$ cat src/rtl/spi_master_tx_if.sv
`default_nettype none
`timescale 1ns/1ps
// +--------------------------------------------------------------------------+
// | spi_master_tx_if : parallel valid/ready word port of spi_master_tx        |
// | Revision: 1.0                                                             |
// +--------------------------------------------------------------------------+
interface spi_master_tx_if #(
  parameter int WIDTH = 16
);
  logic [WIDTH-1:0] tx_data;
  logic             tx_valid;
  logic             tx_ready;
  logic             tx_done;

  modport master (
    output tx_data,
    output tx_valid,
    input  tx_ready,
    input  tx_done
  );

  modport slave (
    input  tx_data,
    input  tx_valid,
    output tx_ready,
    output tx_done
  );
endinterface
`default_nettype wire

$ cat src/rtl/spi_master_tx.sv
`default_nettype none
`timescale 1ns/1ps
// +--------------------------------------------------------------------------+
// | spi_master_tx : SPI mode-0 master transmitter, registered serial outputs |
// | Option macro SPI_TX_LSB_FIRST_EN reverses bit order (LSB first).          |
// | Revision: 1.0                                                             |
// +--------------------------------------------------------------------------+
module spi_master_tx #(
  parameter int WIDTH   = 16,
  parameter int CLK_DIV = 4,
  parameter int CS_GAP  = 2
) (
  input  wire logic      clk,
  input  wire logic      reset_b,
  spi_master_tx_if.slave bus,
  output logic           SPI_clk,
  output logic           SPI_cs_b,
  output logic           SPI_Data_out
);

  localparam int DIV_W = $clog2(CLK_DIV + 1);
  localparam int BIT_W = $clog2(WIDTH);
  localparam int GAP_W = $clog2(CS_GAP + 1);

  localparam logic [DIV_W-1:0] c_DIV_LAST = DIV_W'(CLK_DIV - 1);
  localparam logic [BIT_W-1:0] c_BIT_LAST = BIT_W'(WIDTH - 1);
  localparam logic [GAP_W-1:0] c_GAP_LAST = GAP_W'(CS_GAP - 1);

  localparam logic [2:0] c_S_IDLE  = 3'd0;
  localparam logic [2:0] c_S_SETUP = 3'd1;
  localparam logic [2:0] c_S_HIGH  = 3'd2;
  localparam logic [2:0] c_S_LOW   = 3'd3;
  localparam logic [2:0] c_S_HOLD  = 3'd4;
  localparam logic [2:0] c_S_GAP   = 3'd5;

  logic [2:0]       r_state;
  logic [DIV_W-1:0] r_div;
  logic [BIT_W-1:0] r_bit;
  logic [GAP_W-1:0] r_gap;
  logic [WIDTH-1:0] r_shift;
  logic             r_sclk;
  logic             r_cs_b;
  logic             r_mosi;
  logic             r_done;

  logic             w_handshake;
  logic             w_div_last;
  logic             w_first_bit;
  logic             w_next_bit;
  logic [WIDTH-1:0] w_shift_nxt;

  // The shift register rotates so every bit stays live; only the bit
  // adjacent to the output end is ever driven onto MOSI.
`ifdef SPI_TX_LSB_FIRST_EN
  assign w_first_bit = bus.tx_data[0];
  assign w_next_bit  = r_shift[1];
  assign w_shift_nxt = {r_shift[0], r_shift[WIDTH-1:1]};
`else
  assign w_first_bit = bus.tx_data[WIDTH-1];
  assign w_next_bit  = r_shift[WIDTH-2];
  assign w_shift_nxt = {r_shift[WIDTH-2:0], r_shift[WIDTH-1]};
`endif

  assign w_handshake = bus.tx_valid && (r_state == c_S_IDLE);
  assign w_div_last  = (r_div == c_DIV_LAST);

  always_ff @(posedge clk or negedge reset_b) begin
    if (!reset_b) begin
      r_state <= c_S_IDLE;
      r_div   <= '0;
      r_bit   <= '0;
      r_gap   <= '0;
      r_shift <= '0;
      r_sclk  <= 1'b0;
      r_cs_b  <= 1'b1;
      r_mosi  <= 1'b0;
      r_done  <= 1'b0;
    end else begin
      r_done <= 1'b0;
      case (r_state)
        c_S_IDLE: begin
          if (w_handshake) begin
            r_shift <= bus.tx_data;
            r_mosi  <= w_first_bit;
            r_cs_b  <= 1'b0;
            r_bit   <= '0;
            r_div   <= '0;
            r_state <= c_S_SETUP;
          end
        end
        c_S_SETUP, c_S_LOW: begin
          if (w_div_last) begin
            r_div   <= '0;
            r_sclk  <= 1'b1;
            r_state <= c_S_HIGH;
          end else begin
            r_div <= r_div + 1'b1;
          end
        end
        c_S_HIGH: begin
          if (w_div_last) begin
            r_div  <= '0;
            r_sclk <= 1'b0;
            if (r_bit == c_BIT_LAST) begin
              r_state <= c_S_HOLD;
            end else begin
              r_shift <= w_shift_nxt;
              r_mosi  <= w_next_bit;
              r_bit   <= r_bit + 1'b1;
              r_state <= c_S_LOW;
            end
          end else begin
            r_div <= r_div + 1'b1;
          end
        end
        c_S_HOLD: begin
          if (w_div_last) begin
            r_div   <= '0;
            r_cs_b  <= 1'b1;
            r_done  <= 1'b1;
            r_gap   <= '0;
            r_state <= c_S_GAP;
          end else begin
            r_div <= r_div + 1'b1;
          end
        end
        c_S_GAP: begin
          if (r_gap == c_GAP_LAST) begin
            r_mosi  <= 1'b0;
            r_state <= c_S_IDLE;
          end else begin
            r_gap <= r_gap + 1'b1;
          end
        end
        default: begin
          r_state <= c_S_IDLE;
          r_sclk  <= 1'b0;
          r_cs_b  <= 1'b1;
          r_mosi  <= 1'b0;
        end
      endcase
    end
  end

  assign bus.tx_ready  = (r_state == c_S_IDLE);
  assign bus.tx_done   = r_done;
  assign SPI_clk       = r_sclk;
  assign SPI_cs_b      = r_cs_b;
  assign SPI_Data_out  = r_mosi;

endmodule
`default_nettype wire

$ cat src/flat_wrapper.sv
// flat-port wrapper written by rule: the top's interface ports become plain ports
module spi_master_tx_flat 
#(
  parameter int WIDTH   = 16,
  parameter int CLK_DIV = 4,
  parameter int CS_GAP  = 2
)
  (clk, reset_b, SPI_clk, SPI_cs_b, SPI_Data_out, bus_tx_data, bus_tx_valid, bus_tx_ready, bus_tx_done);
  spi_master_tx_if #(.WIDTH(WIDTH)) bus_i ();
  input  wire logic clk;
  input  wire logic reset_b;
  output logic SPI_clk;
  output logic SPI_cs_b;
  output logic SPI_Data_out;
  input wire logic [$bits(bus_i.tx_data)-1:0] bus_tx_data;
  input wire logic [$bits(bus_i.tx_valid)-1:0] bus_tx_valid;
  output wire logic [$bits(bus_i.tx_ready)-1:0] bus_tx_ready;
  output wire logic [$bits(bus_i.tx_done)-1:0] bus_tx_done;
  assign bus_i.tx_data = bus_tx_data;
  assign bus_i.tx_valid = bus_tx_valid;
  assign bus_tx_ready = bus_i.tx_ready;
  assign bus_tx_done = bus_i.tx_done;
  spi_master_tx #(.WIDTH(WIDTH), .CLK_DIV(CLK_DIV), .CS_GAP(CS_GAP)) u_core (.clk(clk), .reset_b(reset_b), .bus(bus_i), .SPI_clk(SPI_clk), .SPI_cs_b(SPI_cs_b), .SPI_Data_out(SPI_Data_out));
endmodule
$ cat config.mk
export PLATFORM = sky130hd
export DESIGN_NAME = spi_master_tx_flat
export DESIGN_NICKNAME = d
export VERILOG_FILES = /design/src/rtl/spi_master_tx_if.sv /design/src/rtl/spi_master_tx.sv /design/src/flat_wrapper.sv
export SDC_FILE = /design/constraint.sdc
export NUM_CORES = 1
export LEC_CHECK = 0
export CAP_MARGIN = 20
export CORE_UTILIZATION = 48
export DETAILED_ROUTE_END_ITERATION = 8
export HOLD_SLACK_MARGIN = 0.06
export PLACE_DENSITY = 0.71
export SLEW_MARGIN = 20
export SYNTH_ARGS = -nofsm -noshare
export SYNTH_HDL_FRONTEND = slang
export SYNTH_SLANG_ARGS = --single-unit
$ cat constraint.sdc
create_clock -name clk -period 2.1 [get_ports clk]
set_input_delay 0.21 -clock clk [delete_from_list [all_inputs] [get_ports clk]]
set_output_delay 0.21 -clock clk [all_outputs]
set_load 0.01 [all_outputs]
==> impl_metrics.env, run 1 <==
export IMPL_status="finished, final reports clean"
export IMPL_ys_dominant_reg_cell="dfrtp_1"
export IMPL_period_share=0.922
export IMPL_syn_nets=179
export IMPL_yosys_top_cells_area="dfrtp_1 43%, mux2_4 13%, mux2_2 11%"
export IMPL_cts_made_buffers=5
export IMPL_vdd_ir_drop_max_uv=871
export IMPL_cts_hold_buf=0
export IMPL_worst_slack_ps=164
export IMPL_cts_sinks=32
export IMPL_post_route_util=0.635
export IMPL_place_inst=224
export IMPL_cts_resized=0
export IMPL_critPathLaunchType="flip-flop"
export IMPL_pre_cts_ws_ps=152
export IMPL_wire_per_inst_um=14.8
export IMPL_synth_top_cell_by_area="dfrtp_1"
export IMPL_grt_pass1_wl_mm=6.02
export IMPL_core_area_mm2=0.00347
export IMPL_yosysWarnings=0
export IMPL_startpoint="u_core.r_div[0]"
export IMPL_worst_pin_slew_ps=403
export IMPL_hold_path_class="input port to asynchronous set/reset pin"
export IMPL_max_freq_mhz=517
export IMPL_ys_types=40
export IMPL_final_layout_size_suffix_gt1_frac=0.285
export IMPL_rsz0062_at_grt="false"
export IMPL_area_delta_synth_final_pct=22.7
export IMPL_clk_latency_ps=280
export IMPL_yosys_top_cells_count="31 x dfrtp_1, 17 x mux2_2, 15 x mux2_4, 10 x nor2_1, 9 x nand2_1"
export IMPL_syn_area_mm2=0.00180
export IMPL_drc_errors=0
export IMPL_synth_seq_cells=32
export IMPL_vias_per_cell=5.49
export IMPL_r2r_start="u_core.r_div[0]"
export IMPL_cts_setup_buffers=0
export IMPL_end_kind="flip-flop"
export IMPL_final_max_slew_viol_count=0
export IMPL_rrSetupSlack_ps=160
export IMPL_final_area_mm2=0.00220
export IMPL_setup_viol=0
export IMPL_finalHoldViolCount=0
export IMPL_setup_tns_ps=0
export IMPL_num_antenna_cells=0
export IMPL_die_width_um=63.2
export IMPL_clk_pin_slew_ps=70
export IMPL_io_buffers=23
export IMPL_die_h_um=63.2
export IMPL_async_reset_ff_frac=1.00
export IMPL_start_util=0.518
export IMPL_track_usage=0.198
export IMPL_cts_root_buffer="clkbuf_8"
export IMPL_yosys_cell_count_top_type="dfrtp_1"
export IMPL_clock_skew_final_ps=8.71
export IMPL_finalNetCount=207
export IMPL_cts_buffer_depth=2
export IMPL_critPathKind="flip-flop to flip-flop"
export IMPL_ioPinCount=24
export IMPL_synth_top_area_frac=0.432
export IMPL_routed_wl_mm=3.43
export IMPL_cts_tree="done"
export IMPL_stdcell_count=232
export IMPL_dpl_cell_area_mm2=0.00210
export IMPL_synth_edff_count=0
export IMPL_power_density_mw_per_mm2=1370
export IMPL_worstPathMaxFanout=21
export IMPL_maxCapViolCount=0
export IMPL_worstPathRequired_ps=2260
export IMPL_ant_nets=0
export IMPL_rows=21
export IMPL_grt_max_degree=33
export IMPL_gp_congestion=0.835
export IMPL_overflow=0
export IMPL_drt_initial_drc_count=32
export IMPL_synth_seq_area_share=0.447
export IMPL_vias=1273
export IMPL_fin_crit_ps=1940
export IMPL_die_area_mm2=0.00399
export IMPL_grt_pass1_vias=1332
export IMPL_synth_avg_cell_area_um2=11.4
export IMPL_relSlewSlack=0.731
export IMPL_synth_cells=157
export IMPL_leakage_nw=1.00
export IMPL_hpwl_mm=2.41
export IMPL_cts_htree_levels=2
export IMPL_crit_arrival_ps=2100
export IMPL_dr_pass1_iters=4
export IMPL_antenna_found_initial=0
[cells by family (layout without fill, tap and decap cells)]
logic type	Yosys count	after routing	share of synthesized area
AOI/OAI and AO/OA	29	29	0.112
buffers and inverters	16	45	0.0488
muxes	36	36	0.254
adders and majority gates	3	3	0.0209
DFF	32	32	0.447
and+or+nand+nor	41	41	0.117
[through the flow]
stage	power (mW)	hold WS, ps
2_1_floorplan	2.16	-85.6
3_3_place_gp	2.39	492
3_5_place_dp	2.46	491
4_1_cts	3.05	322
5_1_grt	3.23	356
6_report	3.02	320
[sequential cells by signal, indices dropped and copies added (netlist names)]
register / flops
u_core.SPI_cs_b: 1
u_core.r_state: 3
u_core.SPI_clk: 1
u_core.r_gap: 2
u_core.SPI_Data_out: 1
u_core.bus.tx_done: 1
u_core.r_bit: 4
u_core.r_shift: 16
u_core.r_div: 3
[worst max-delay path, stage by stage, from the launching register on]
cell	delay, ps
dfrtp_1	410
ha_1	210
nor2b_2	220
a31oi_1	100
or3_4	510
mux2_4	350
[final cells by class]
class	instances	area, µm²
Tap cell	46	57.6
Fill cell	294	1260
Multi-Input combinational cell	109	911
Timing Repair Buffer	31	303
Inverter	6	22.5
Clock buffer	6	72.6
Sequential cell	32	802
Clock inverter	2	35.0
[where the power goes]
part / leakage [nW] / switching, mW / internal [mW]
Sequential: 0.388 / 0.182 / 0.865
Combinational: 0.559 / 0.555 / 0.847
Clock: 0.0552 / 0.218 / 0.352
Total: 1.00 / 0.956 / 2.06
[worst paths after layout]
path / to / cells after the start
max: u_core.r_shift[12] / 5
min: u_core.r_shift[0] / 2
max reg2reg: u_core.r_shift[12] / 5
min reg2reg: u_core.r_shift[2] / 1
max in group asynchronous: u_core.SPI_cs_b / 2
min in group clk: u_core.r_shift[2] / 1
[cells in the final DEF (no fill, tap or decap), types with 2 or more instances in the layout]
| master | netlist | final |
|---|---|---|
| a211oi_1 | 3 | 3 |
| a21boi_0 | 2 | 2 |
| a21oi_1 | 8 | 8 |
| a22o_1 | 3 | 3 |
| buf_4 | 2 | 7 |
| clkbuf_8 | 0 | 5 |
| clkdlybuf4s50_1 | 0 | 23 |
| dfrtp_1 | 31 | 31 |
| ha_1 | 3 | 3 |
| inv_1 | 6 | 6 |
| mux2_2 | 17 | 17 |
| mux2_4 | 15 | 15 |
| mux2i_1 | 4 | 4 |
| nand2_1 | 9 | 9 |
| nand2b_1 | 2 | 2 |
| nand3_1 | 2 | 2 |
| nor2_1 | 10 | 10 |
| nor3_1 | 7 | 7 |
| nor3b_1 | 3 | 2 |
| o21ai_0 | 3 | 3 |
[routing by layer]
metal,up-vias,wire (µm),track usage
li1,618,-,-
met1,623,1600,0.237
met2,26,1670,0.340
met3,6,116,0.0471
met4,0,53,0.0785
met5,-,0,0
Power figures use the tool's default switching activity.
==> run 2, diff against run 1 <==
Settings changed: SLEW_MARGIN 20 to not set.
==> results of run 2 <==
Same layout as run 1: the final DEF is identical, and so are final timing and power.
==> run 3, diff against run 2 <==
Settings changed: CORE_UTILIZATION 48 to 54, PLACE_DENSITY 0.71 to 0.79.
==> run 3 against run 2 <==
First-iteration DRC count rose by 91%. Critical path type unchanged. Power decreased by 8.5%. Wire length up 2.6%. Largest cell class unchanged.
==> impl_metrics.env, run 3 (same netlist as run 1, synthesis figures left out) <==
export IMPL_hpwl_mm=2.50
export IMPL_cts_buffer_depth=2
export IMPL_critPathLaunchType="flip-flop"
export IMPL_top_register="u_core.r_shift"
export IMPL_cts_made_buffers=5
export IMPL_dr_pass1_iters=4
export IMPL_routed_wl_mm=3.52
export IMPL_die_h_um=59.7
export IMPL_cts_root_buffer="clkbuf_4"
export IMPL_power_density_mw_per_mm2=1300
export IMPL_ioPinCount=24
export IMPL_relSlewSlack=0.736
export IMPL_cp_depth=5
export IMPL_clk_latency_ps=340
export IMPL_io_buffers=23
export IMPL_cts_setup_buffers=0
export IMPL_vias_per_cell=5.55
export IMPL_cts_hold_buf=0
export IMPL_final_cell_mix="31 x dfrtp_1, 23 x clkdlybuf4s50_1, 17 x mux2_2"
export IMPL_drc_errors=0
export IMPL_finalHoldViolCount=0
export IMPL_hold_path_class="input port to asynchronous set/reset pin"
export IMPL_gp_congestion=0.791
export IMPL_die_width_um=59.7
export IMPL_setup_viol=0
export IMPL_crit_chain="ha_1 > nand3_1 > a31oi_1 > or3_4 > mux2_4"
export IMPL_worstPathRequired_ps=2330
export IMPL_status="finished, final reports clean"
export IMPL_final_layout_size_suffix_gt1_frac=0.277
export IMPL_fin_crit_ps=1960
export IMPL_critPathTopFamily="simple AND/OR/NAND/NOR gates"
export IMPL_whs_ps=260
export IMPL_critPathKind="flip-flop to flip-flop"
export IMPL_vias=1265
export IMPL_clk_pin_slew_ps=100
export IMPL_drt_initial_drc_count=61
export IMPL_grt_pass1_vias=1305
export IMPL_max_freq_mhz=509
export IMPL_rows=20
export IMPL_reg_largest_list="u_core.r_shift x16, u_core.r_bit x4"
export IMPL_cts_htree_levels=2
export IMPL_period_share=0.935
export IMPL_rsz0062_at_grt="false"
export IMPL_track_usage=0.226
export IMPL_cts_sinks=32
export IMPL_crit_arrival_ps=2190
export IMPL_rrSetupSlack_ps=140
export IMPL_post_route_util=0.683
export IMPL_setup_tns_ps=0
export IMPL_grt_max_degree=33
export IMPL_crit_buf_inv=0
export IMPL_clock_skew_final_ps=13.2
export IMPL_overflow=0
export IMPL_largest_register_ff_count=16
export IMPL_r2r_start="u_core.r_bit[0]"
export IMPL_end_kind="flip-flop"
export IMPL_final_max_slew_viol_count=0
export IMPL_slowest_stage="or3_4"
export IMPL_ant_nets=0
export IMPL_num_antenna_cells=0
export IMPL_finalNetCount=206
export IMPL_die_area_mm2=0.00356
export IMPL_final_common_cell="dfrtp_1"
export IMPL_wire_per_inst_um=15.4
export IMPL_area_delta_synth_final_pct=18.0
export IMPL_cts_resized=0
export IMPL_critPathMaxStageDelay_ps=510
export IMPL_leakage_nw=0.968
export IMPL_r2r_end="u_core.r_shift[11]"
export IMPL_worstPathMaxFanout=21
export IMPL_worst_pin_slew_ps=397
export IMPL_vdd_ir_drop_max_uv=568
export IMPL_reg2reg_depth=5
export IMPL_cts_tree="done"
export IMPL_maxCapViolCount=0
export IMPL_core_area_mm2=0.00310
export IMPL_grt_pass1_wl_mm=5.76
export IMPL_start_util=0.579
export IMPL_antenna_found_initial=0
==> run 3: how the worst max path moves through the flow <==
| stage | from | end | slack [ps] |
|---|---|---|---|
| CTS | u_core.r_bit[0] | u_core.r_shift[1] | 170 |
| global placement | u_core.r_bit[0] | u_core.r_shift[5] | 220 |
| finish | u_core.r_bit[0] | u_core.r_shift[11] | 140 |
| global route | u_core.r_bit[0] | u_core.r_shift[11] | 50 |
| floorplan | u_core.r_div[0] | u_core.r_shift[0] | 270 |
| detailed placement | u_core.r_state[1] | u_core.r_shift[10] | 180 |
==> run 3: stage by stage <==
step	power [mW]	setup WS [ps]	std cells	area, µm²
after floorplan	2.16	274	157	1800
after global routing	2.96	48.5	228	2120
after detailed placement	2.45	176	221	2070
after CTS	2.79	169	228	2120
final	2.76	136	228	2120
after global placement	2.36	221	221	2070
==> run 3: per-layer routing <==
layer  up-vias  track usage  routed length, µm
li1        612            -                  -
met1       620        0.261               1530
met2        28        0.379               1800
met3         5       0.0801                138
met4         0       0.0963                 53
met5         -            0                  0
==> run 3: report_power, final <==
part | internal (mW) | switching, mW
Combinational | 0.830 | 0.571
Clock | 0.123 | 0.203
Sequential | 0.863 | 0.173
==> run 3: cell type report <==
type / instances / area, µm²
fillers: 256 / 983
multi-input cells: 109 / 911
flip-flops and latches: 32 / 802
repair buffers: 30 / 283
well taps: 44 / 55.1
clock buffers: 6 / 41.3
inverters: 6 / 22.5
clock inverters: 1 / 5.00
